==> src/rtl/multi_cycle_ctrl.sv <==
`default_nettype none
// ============================================================================
//  Module      : multi_cycle_ctrl
//  Description : Multi-cycle MIPS control unit. Sequences fetch, decode,
//                execute, memory and write-back states, drives every datapath
//                mux/enable and handshakes the shared memory/IO bus through
//                MIO_ready. Optional wait timeout abandons a stalled transfer.
//  Revision    : 1.0 - initial release
// ============================================================================
module multi_cycle_ctrl #(
    parameter int TIMEOUT_EN = 0
) (
    input  logic       clk,
    input  logic       rst,
    input  logic [5:0] OPcode,
    input  logic [5:0] Fun,
    input  logic       zero,
    input  logic       MIO_ready,
    output logic       ALUSrc_A,
    output logic       ALUSrc_B,
    output logic [2:0] ALU_Control,
    output logic [1:0] Branch,
    output logic [1:0] DatatoReg,
    output logic [1:0] RegDst,
    output logic       RegWrite,
    output logic       PCEN,
    output logic       IRWrite,
    output logic       MemRead,
    output logic       MemWrite,
    output logic       CPU_MIO,
    output logic [3:0] state
);

    // State encoding (visible on the debug port)
    localparam logic [3:0] c_ST_IF   = 4'd0;
    localparam logic [3:0] c_ST_ID   = 4'd1;
    localparam logic [3:0] c_ST_MA   = 4'd2;
    localparam logic [3:0] c_ST_LR   = 4'd3;
    localparam logic [3:0] c_ST_LW   = 4'd4;
    localparam logic [3:0] c_ST_SW   = 4'd5;
    localparam logic [3:0] c_ST_REX  = 4'd6;
    localparam logic [3:0] c_ST_RWB  = 4'd7;
    localparam logic [3:0] c_ST_IEX  = 4'd8;
    localparam logic [3:0] c_ST_IWB  = 4'd9;
    localparam logic [3:0] c_ST_BR   = 4'd10;
    localparam logic [3:0] c_ST_J    = 4'd11;
    localparam logic [3:0] c_ST_JAL  = 4'd12;
    localparam logic [3:0] c_ST_JR   = 4'd13;
    localparam logic [3:0] c_ST_LUI  = 4'd14;
    localparam logic [3:0] c_ST_ILL  = 4'd15;

    // Opcodes
    localparam logic [5:0] c_OP_R    = 6'b000000;
    localparam logic [5:0] c_OP_LW   = 6'b100011;
    localparam logic [5:0] c_OP_SW   = 6'b101011;
    localparam logic [5:0] c_OP_BEQ  = 6'b000100;
    localparam logic [5:0] c_OP_BNE  = 6'b000101;
    localparam logic [5:0] c_OP_J    = 6'b000010;
    localparam logic [5:0] c_OP_JAL  = 6'b000011;
    localparam logic [5:0] c_OP_LUI  = 6'b001111;
    localparam logic [5:0] c_OP_ADDI = 6'b001000;
    localparam logic [5:0] c_OP_SLTI = 6'b001010;
    localparam logic [5:0] c_OP_ANDI = 6'b001100;
    localparam logic [5:0] c_OP_ORI  = 6'b001101;
    localparam logic [5:0] c_OP_XORI = 6'b001110;

    // R-type function codes
    localparam logic [5:0] c_FN_ADD  = 6'b100000;
    localparam logic [5:0] c_FN_SUB  = 6'b100010;
    localparam logic [5:0] c_FN_AND  = 6'b100100;
    localparam logic [5:0] c_FN_OR   = 6'b100101;
    localparam logic [5:0] c_FN_XOR  = 6'b100110;
    localparam logic [5:0] c_FN_NOR  = 6'b100111;
    localparam logic [5:0] c_FN_SLT  = 6'b101010;
    localparam logic [5:0] c_FN_SRL  = 6'b000010;
    localparam logic [5:0] c_FN_JR   = 6'b001000;

    // ALU operation codes
    localparam logic [2:0] c_ALU_AND = 3'b000;
    localparam logic [2:0] c_ALU_OR  = 3'b001;
    localparam logic [2:0] c_ALU_ADD = 3'b010;
    localparam logic [2:0] c_ALU_XOR = 3'b011;
    localparam logic [2:0] c_ALU_NOR = 3'b100;
    localparam logic [2:0] c_ALU_SRL = 3'b101;
    localparam logic [2:0] c_ALU_SUB = 3'b110;
    localparam logic [2:0] c_ALU_SLT = 3'b111;

    localparam logic [7:0] c_WAIT_MAX = 8'd255;

    logic [3:0] r_state;
    logic [3:0] w_next;
    logic [2:0] w_r_alu;
    logic [2:0] w_i_alu;
    logic       w_fun_ok;
    logic       w_br_taken;
    logic       w_timeout;

    assign state = r_state;

    // R-type funct decode: ALU operation and whether the funct is supported
    always_comb begin
        w_r_alu  = c_ALU_AND;
        w_fun_ok = 1'b1;
        case (Fun)
            c_FN_ADD: w_r_alu = c_ALU_ADD;
            c_FN_SUB: w_r_alu = c_ALU_SUB;
            c_FN_AND: w_r_alu = c_ALU_AND;
            c_FN_OR:  w_r_alu = c_ALU_OR;
            c_FN_XOR: w_r_alu = c_ALU_XOR;
            c_FN_NOR: w_r_alu = c_ALU_NOR;
            c_FN_SLT: w_r_alu = c_ALU_SLT;
            c_FN_SRL: w_r_alu = c_ALU_SRL;
            default:  w_fun_ok = 1'b0;
        endcase
    end

    // I-type opcode to ALU operation
    always_comb begin
        w_i_alu = c_ALU_AND;
        case (OPcode)
            c_OP_ADDI: w_i_alu = c_ALU_ADD;
            c_OP_SLTI: w_i_alu = c_ALU_SLT;
            c_OP_ANDI: w_i_alu = c_ALU_AND;
            c_OP_ORI:  w_i_alu = c_ALU_OR;
            c_OP_XORI: w_i_alu = c_ALU_XOR;
            default:   w_i_alu = c_ALU_AND;
        endcase
    end

    assign w_br_taken = ((OPcode == c_OP_BEQ) &&  zero) ||
                        ((OPcode == c_OP_BNE) && !zero);

    generate
        if (TIMEOUT_EN != 0) begin : g_timeout
            logic [7:0] r_wait_cnt;
            logic       w_waiting;

            assign w_waiting = ((r_state == c_ST_IF) || (r_state == c_ST_LR) ||
                                (r_state == c_ST_SW)) && !MIO_ready;
            assign w_timeout = w_waiting && (r_wait_cnt == c_WAIT_MAX);

            // Wait counter: cleared on every state entry (a timeout re-enters IF)
            always_ff @(posedge clk or negedge rst) begin
                if (!rst) begin
                    r_wait_cnt <= 8'd0;
                end else if ((w_next != r_state) || w_timeout) begin
                    r_wait_cnt <= 8'd0;
                end else if (w_waiting) begin
                    r_wait_cnt <= r_wait_cnt + 8'd1;
                end
            end
        end else begin : g_no_timeout
            assign w_timeout = 1'b0;
        end
    endgenerate

    // Next-state selection; a timeout overrides and returns to fetch
    always_comb begin
        w_next = r_state;
        case (r_state)
            c_ST_IF:  if (MIO_ready) w_next = c_ST_ID;
            c_ST_ID: begin
                case (OPcode)
                    c_OP_R: begin
                        if (Fun == c_FN_JR)  w_next = c_ST_JR;
                        else if (w_fun_ok)   w_next = c_ST_REX;
                        else                 w_next = c_ST_ILL;
                    end
                    c_OP_LW, c_OP_SW:   w_next = c_ST_MA;
                    c_OP_BEQ, c_OP_BNE: w_next = c_ST_BR;
                    c_OP_J:             w_next = c_ST_J;
                    c_OP_JAL:           w_next = c_ST_JAL;
                    c_OP_LUI:           w_next = c_ST_LUI;
                    c_OP_ADDI, c_OP_SLTI, c_OP_ANDI, c_OP_ORI, c_OP_XORI:
                                        w_next = c_ST_IEX;
                    default:            w_next = c_ST_ILL;
                endcase
            end
            c_ST_MA:  w_next = (OPcode == c_OP_LW) ? c_ST_LR : c_ST_SW;
            c_ST_LR:  if (MIO_ready) w_next = c_ST_LW;
            c_ST_SW:  if (MIO_ready) w_next = c_ST_IF;
            c_ST_REX: w_next = c_ST_RWB;
            c_ST_IEX: w_next = c_ST_IWB;
            default:  w_next = c_ST_IF;
        endcase
        if (w_timeout) w_next = c_ST_IF;
    end

    // State register; reset lands in fetch at any point of an instruction
    always_ff @(posedge clk or negedge rst) begin
        if (!rst) r_state <= c_ST_IF;
        else      r_state <= w_next;
    end

    // Datapath controls decoded from the current state and instruction fields
    always_comb begin
        ALUSrc_A    = 1'b0;
        ALUSrc_B    = 1'b0;
        ALU_Control = c_ALU_AND;
        Branch      = 2'b00;
        DatatoReg   = 2'b00;
        RegDst      = 2'b00;
        RegWrite    = 1'b0;
        PCEN        = 1'b0;
        IRWrite     = 1'b0;
        MemRead     = 1'b0;
        MemWrite    = 1'b0;
        case (r_state)
            c_ST_IF: begin
                MemRead = 1'b1;
                IRWrite = MIO_ready;
            end
            c_ST_REX, c_ST_RWB: begin
                ALUSrc_A    = (Fun == c_FN_SRL);
                ALU_Control = w_r_alu;
                if (r_state == c_ST_RWB) begin
                    RegWrite = 1'b1;
                    RegDst   = 2'b01;
                    PCEN     = 1'b1;
                end
            end
            c_ST_IEX, c_ST_IWB: begin
                ALUSrc_B    = 1'b1;
                ALU_Control = w_i_alu;
                if (r_state == c_ST_IWB) begin
                    RegWrite = 1'b1;
                    PCEN     = 1'b1;
                end
            end
            c_ST_MA, c_ST_LR, c_ST_LW, c_ST_SW: begin
                // Address computation held steady through the whole access
                ALUSrc_B    = 1'b1;
                ALU_Control = c_ALU_ADD;
                if (r_state == c_ST_LR) MemRead = 1'b1;
                if (r_state == c_ST_LW) begin
                    RegWrite  = 1'b1;
                    DatatoReg = 2'b01;
                    PCEN      = 1'b1;
                end
                if (r_state == c_ST_SW) begin
                    MemWrite = 1'b1;
                    PCEN     = MIO_ready;
                end
            end
            c_ST_BR: begin
                ALU_Control = c_ALU_SUB;
                PCEN        = 1'b1;
                Branch      = w_br_taken ? 2'b01 : 2'b00;
            end
            c_ST_J: begin
                PCEN   = 1'b1;
                Branch = 2'b10;
            end
            c_ST_JAL: begin
                // Link captures pc+4 before the PC loads at this edge
                PCEN      = 1'b1;
                Branch    = 2'b10;
                RegWrite  = 1'b1;
                RegDst    = 2'b10;
                DatatoReg = 2'b11;
            end
            c_ST_JR: begin
                PCEN   = 1'b1;
                Branch = 2'b11;
            end
            c_ST_LUI: begin
                RegWrite  = 1'b1;
                DatatoReg = 2'b10;
                PCEN      = 1'b1;
            end
            c_ST_ILL: PCEN = 1'b1;
            default: ;
        endcase
        if (w_timeout) begin
            PCEN     = 1'b1;
            Branch   = 2'b00;
            RegWrite = 1'b0;
            IRWrite  = 1'b0;
        end
        CPU_MIO = MemRead | MemWrite;
    end

endmodule
`default_nettype wire
==> config.mk <==
export PLATFORM = sky130hd
export DESIGN_NAME = multi_cycle_ctrl
export DESIGN_NICKNAME = d
export VERILOG_FILES = /design/src/rtl/multi_cycle_ctrl.sv
export SDC_FILE = /design/constraint.sdc
export NUM_CORES = 1
export LEC_CHECK = 0
export ABC_AREA = 0
export CAP_MARGIN = 20
export CORE_UTILIZATION = 35
export DETAILED_ROUTE_END_ITERATION = 8
export PLACE_DENSITY = 0.79
export SYNTH_ARGS = -nofsm -noshare
export SYNTH_HDL_FRONTEND = slang
export SYNTH_SLANG_ARGS = --single-unit
export TNS_END_PERCENT = 100
==> constraint.sdc <==
create_clock -name clk -period 1.55 [get_ports clk]
set_input_delay 0.2325 -clock clk [delete_from_list [all_inputs] [get_ports clk]]
set_output_delay 0.2325 -clock clk [all_outputs]
set_load 0.01 [all_outputs]
* After elaboration in Yosys (flattened, before gate mapping)
Cells that the tools add are included.
** Storage, ports and cells
- Flip-flop bits (word level) :: 4
- Input port bits :: 16
- Output and inout port bits :: 21
** Operators by class
- Reductions and logical operators :: 18
- Eq/ne operators :: 39
- Bitwise logic cells :: 1
- Mux-type cells :: 31
** Operators by type and width (count)
- $pmux W4 S7 :: 2
- $eq A6 B6 Y1 const B :: 9
- $eq A6 B4 Y1 const B :: 7
- $eq A4 B4 Y1 const B :: 8
- $pmux W3 S4 :: 2
- $pmux W3 S7 :: 1
- $mux W4 :: 5
- $eq A6 B2 Y1 const B :: 3
- $eq A4 B3 Y1 const B :: 4
- $mux W1 :: 14
- $eq A6 B3 Y1 const B :: 2
- $pmux W2 S3 :: 2
- $reduce_or A2 Y1 :: 6
- $reduce_or A6 Y1 :: 2
- $eq A4 B2 Y1 const B :: 2
- $pmux W1 S4 :: 2
- $reduce_or A8 Y1 :: 1
- $logic_not A6 Y1 :: 1
- $ne A2 B2 Y1 const B :: 3
- $reduce_or A5 Y1 :: 1
- $eq A4 B1 Y1 const B :: 1
- $logic_not A4 Y1 :: 1
- $pmux W2 S2 :: 1
- $reduce_or A4 Y1 :: 1
- other kinds (7) :: 8

* Depth between registers and ports, before layout
- Word-level depth :: 7
- Mapped depth :: 6
- Mapped depth without buffers :: 5

* Least setup slack after synthesis
OpenSTA, ideal clock, no wires.
- Path type :: register -> output
- Start point :: register r_state[3], in the netlist state[3]
- End point :: output ALU_Control[1]
- Buffers on the path :: 0
- Data arrival time :: 1.413 ns
- Path slack :: -0.095 ns
- Data required time :: 1.317 ns
- Stages on the path, launching flop included :: 6
- Cell sequence :: dfrtp_1 -> nand2b_1 -> nor3b_1 -> nor4bb_1 -> nor3_1 -> o31ai_1
** Between the ends
- Word-level cells in the longest chain between the ends :: 3
** Ends and longest elaborated chain
- start, declared :: RTL line 90 : logic [3:0] r_state;
- start signal, assigned :: RTL line 191 : if (!rst) r_state <= c_ST_IF;
- start signal, assigned :: RTL line 192 : else r_state <= w_next;
- $eq A4 B2 Y1, or another cell as far along :: RTL line 208 : case (r_state)
- $reduce_or A4 Y1 / $reduce_or A2 Y1 (equally long branches) :: RTL line 208
- $pmux W3 S4 * :: RTL line 208
- end, declared :: RTL line 21 : output logic [2:0] ALU_Control,
Mark *: on every way between the ends. The rest lies on a longest branch, timed or not.

* Final worst setup path
- Start point :: register r_state[3], in the netlist state[3]
- End point :: output ALU_Control[2]
Same word-level chain as after synthesis.

==> reports/metrics.yaml <==
status: "finished, violations left"
violations: "negative setup slack"
worstReg2RegStart: "state[3]"
synth_most_common_cell: "nor2_1"
antennaDiodeCount: 0
synth_area_um2: 921
leakage_nw: 0.999
routedWlPerCell_um: 20.3
rsz0062_at_grt: "true"
crit_chain: "nand2b_4 -> nor3b_4 -> buf_4 -> buf_6 -> nand3_1 -> nand2_1 -> buf_2"
finalSetupViolCount: 18
vias_per_cell: 6.17
cp.required_ns: 1.32
yosys.area.top_type_share: 0.109
pre_cts_ws_ns: -0.811
nets: 258
cts_hold_buf: 0
root_buffer: "clkbuf_4"
crit_type: "flip-flop to output port"
clock_skew_ns: 0.00693
place_congestion: 0.955
final.setup.tns_ns: -2.62
vias: 1665
post-route-period-util: 1.18
routed_wl_um: 5480
drtIter0Drc: 127
start_util: 0.372
fillers: 118
synth_edf_count: 0
path_clk_slew_ns: 0.04
dpl.hpwl_um: 2550
cts_tree: "built"
cts_max_path_buffers: 2
setup_slack_ns: -0.281
r2r_end: "state[0]"
largest_register_ffs: 4
grt_antenna_before_repair: 0
crit_start: "state[3]"
end_kind: "output port"
cts_made_buffers: 3
crit_end: "ALU_Control[2]"
final_hold_viol_count: 0
slowest_stage: "dfrtp_1"
slew_violations: 0
first_global_vias: 1522
drv_cap: 0
ys_seq_area_frac: 0.109
chipWidth_um: 53.3
yosys_warnings: 0
critPathArrivalTime_ns: 1.60
ys_ff_latch: 4
clock_sinks: 4
crit_fanout: 3
synth_commonest_cells: "nor2_1 (19), nor2b_1 (15), nand2_1 (11), o21ai_0 (11), nand3_1 (7)"
clock_latency_ns: 0.23
synthTopCellsByArea: "dfrtp_1 (11%), nor2b_1 (10%), nor2_1 (7.7%)"
worst_pin_slew_ns: 0.351
drc: 0
num_rows: 18
netlist-cell-type-count: 47
grt_max_degree: 12
grt_pass1_wl_um: 7160
antenna_left: 0
fmax_mhz: 546
slew_headroom: 0.763
die_area_mm2: 0.00284
port_buffers: 36
cellPowerDensity_mw_per_mm2: 1540
period_needed_ns: 1.83
gr-total-overflow: 0
multiInputGateArea_mm2: 0.00108
io_pins: 37
syn_nets: 161
drive_above_1_share: 0.613
area_growth_syn_to_layout_pct: 134
syn_avg_cell_area_um2: 6.35
min_path_type: "input port to async pin"
ys.flop_type: "dfrtp_1"
slowest_delay_ns: 0.41
netlist_instances: 145
cts-htree-levels: 1
yosysTopAreaCell: "dfrtp_1"
reg2regPathDepth: 6
rrSetupSlack_ns: -0.15
async_reset_ff_frac: 1.00
regArea_um2: 101
start_kind: "flip-flop"
coreArea_mm2: 0.00248
drt_first_pass_iters: 5
track_usage: 0.351
die_h_um: 53.3
peakVddDrop_mv: 1.23
==> layout by cell type (no fill, tap or decap), types with 4 or more instances in the layout <==
cell,count
nand2_1,8
nor2_2,4
o21ai_0,7
nor2_4,6
buf_2,13
buf_4,42
inv_1,5
nor2b_1,7
o21ai_2,4
clkbuf_2,6
nor2_1,9
buf_6,25
nor2b_4,5
dlygate4sd2_1,8
nand2b_4,4
nand3_1,5
clkdlybuf4s50_1,4
a21oi_1,5
==> cell type report <==
class,count,area share
multi-input combinational,124,0.501
timing repair buffer,103,0.414
sequential,4,0.0470
tap,30,0.0174
clock buffer,3,0.0105
inverter,6,0.0105
==> critical path, delay by kind of cell, from the launching register on <==
| kind | cells | cell delay (ns) |
|---|---|---|
| AND/OR/NAND/NOR | 4 | 0.58 |
| buffers and inverters | 3 | 0.37 |
| flip-flops | 1 | 0.41 |
==> power by group <==
group	switching, mW	total [mW]	internal [mW]
Clock	0.0424	0.129	0.0866
Sequential	0.0577	0.213	0.156
Combinational	1.44	2.99	1.54
==> what timing repair did <==
item                       in CTS  in global routing
gates cloned                    2                  0
resized for setup             135                 62
pin swaps                      18                 17
setup endpoints to repair      25                 23
setup buffers                  13                  5
==> cells by family after synthesis <==
| logic type | Yosys count | share of synthesized area |
|---|---|---|
| adder cells (fa/ha/maj) | 1 | 0.0109 |
| flip-flops | 4 | 0.109 |
| multiplexers | 1 | 0.0109 |
| AND/OR/NAND/NOR | 79 | 0.469 |
| AO/OA/AOI/OAI | 39 | 0.287 |
| buffers and inverters | 17 | 0.0761 |
| XOR/XNOR | 4 | 0.0381 |
==> worst min path at each step <==
stage / from / endpoint / cells past startpoint
2_1_floorplan: rst / state[0] / 0
3_3_place_gp: rst / state[2] / 1
3_5_place_dp: rst / state[3] / 1
4_1_cts: rst / state[3] / 1
5_1_grt: rst / state[1] / 1
6_report: rst / state[1] / 1
==> stage by stage <==
step | power [mW] | cell area, um^2 | cells | hold slack (ns) | utilization
4_1_cts | 2.67 | 1920 | 265 | 0.195 | 0.775
6_report | 3.33 | 2150 | 270 | 0.205 | 0.870
3_5_place_dp | 2.07 | 1650 | 248 | 0.443 | 0.666
2_1_floorplan | 1.07 | 928 | 145 | -0.0631 | -
3_3_place_gp | 2.01 | 1650 | 248 | 0.442 | 0.666
5_1_grt | 3.53 | 2150 | 270 | 0.224 | 0.870
==> per-layer routing <==
layer / share of wire / GRT usage
met5: 0 / 0
met2: 0.51 / 0.606
met3: 0.080 / 0.0632
met1: 0.35 / 0.400
met4: 0.062 / 0.189
(Power assumes the default switching activity.)
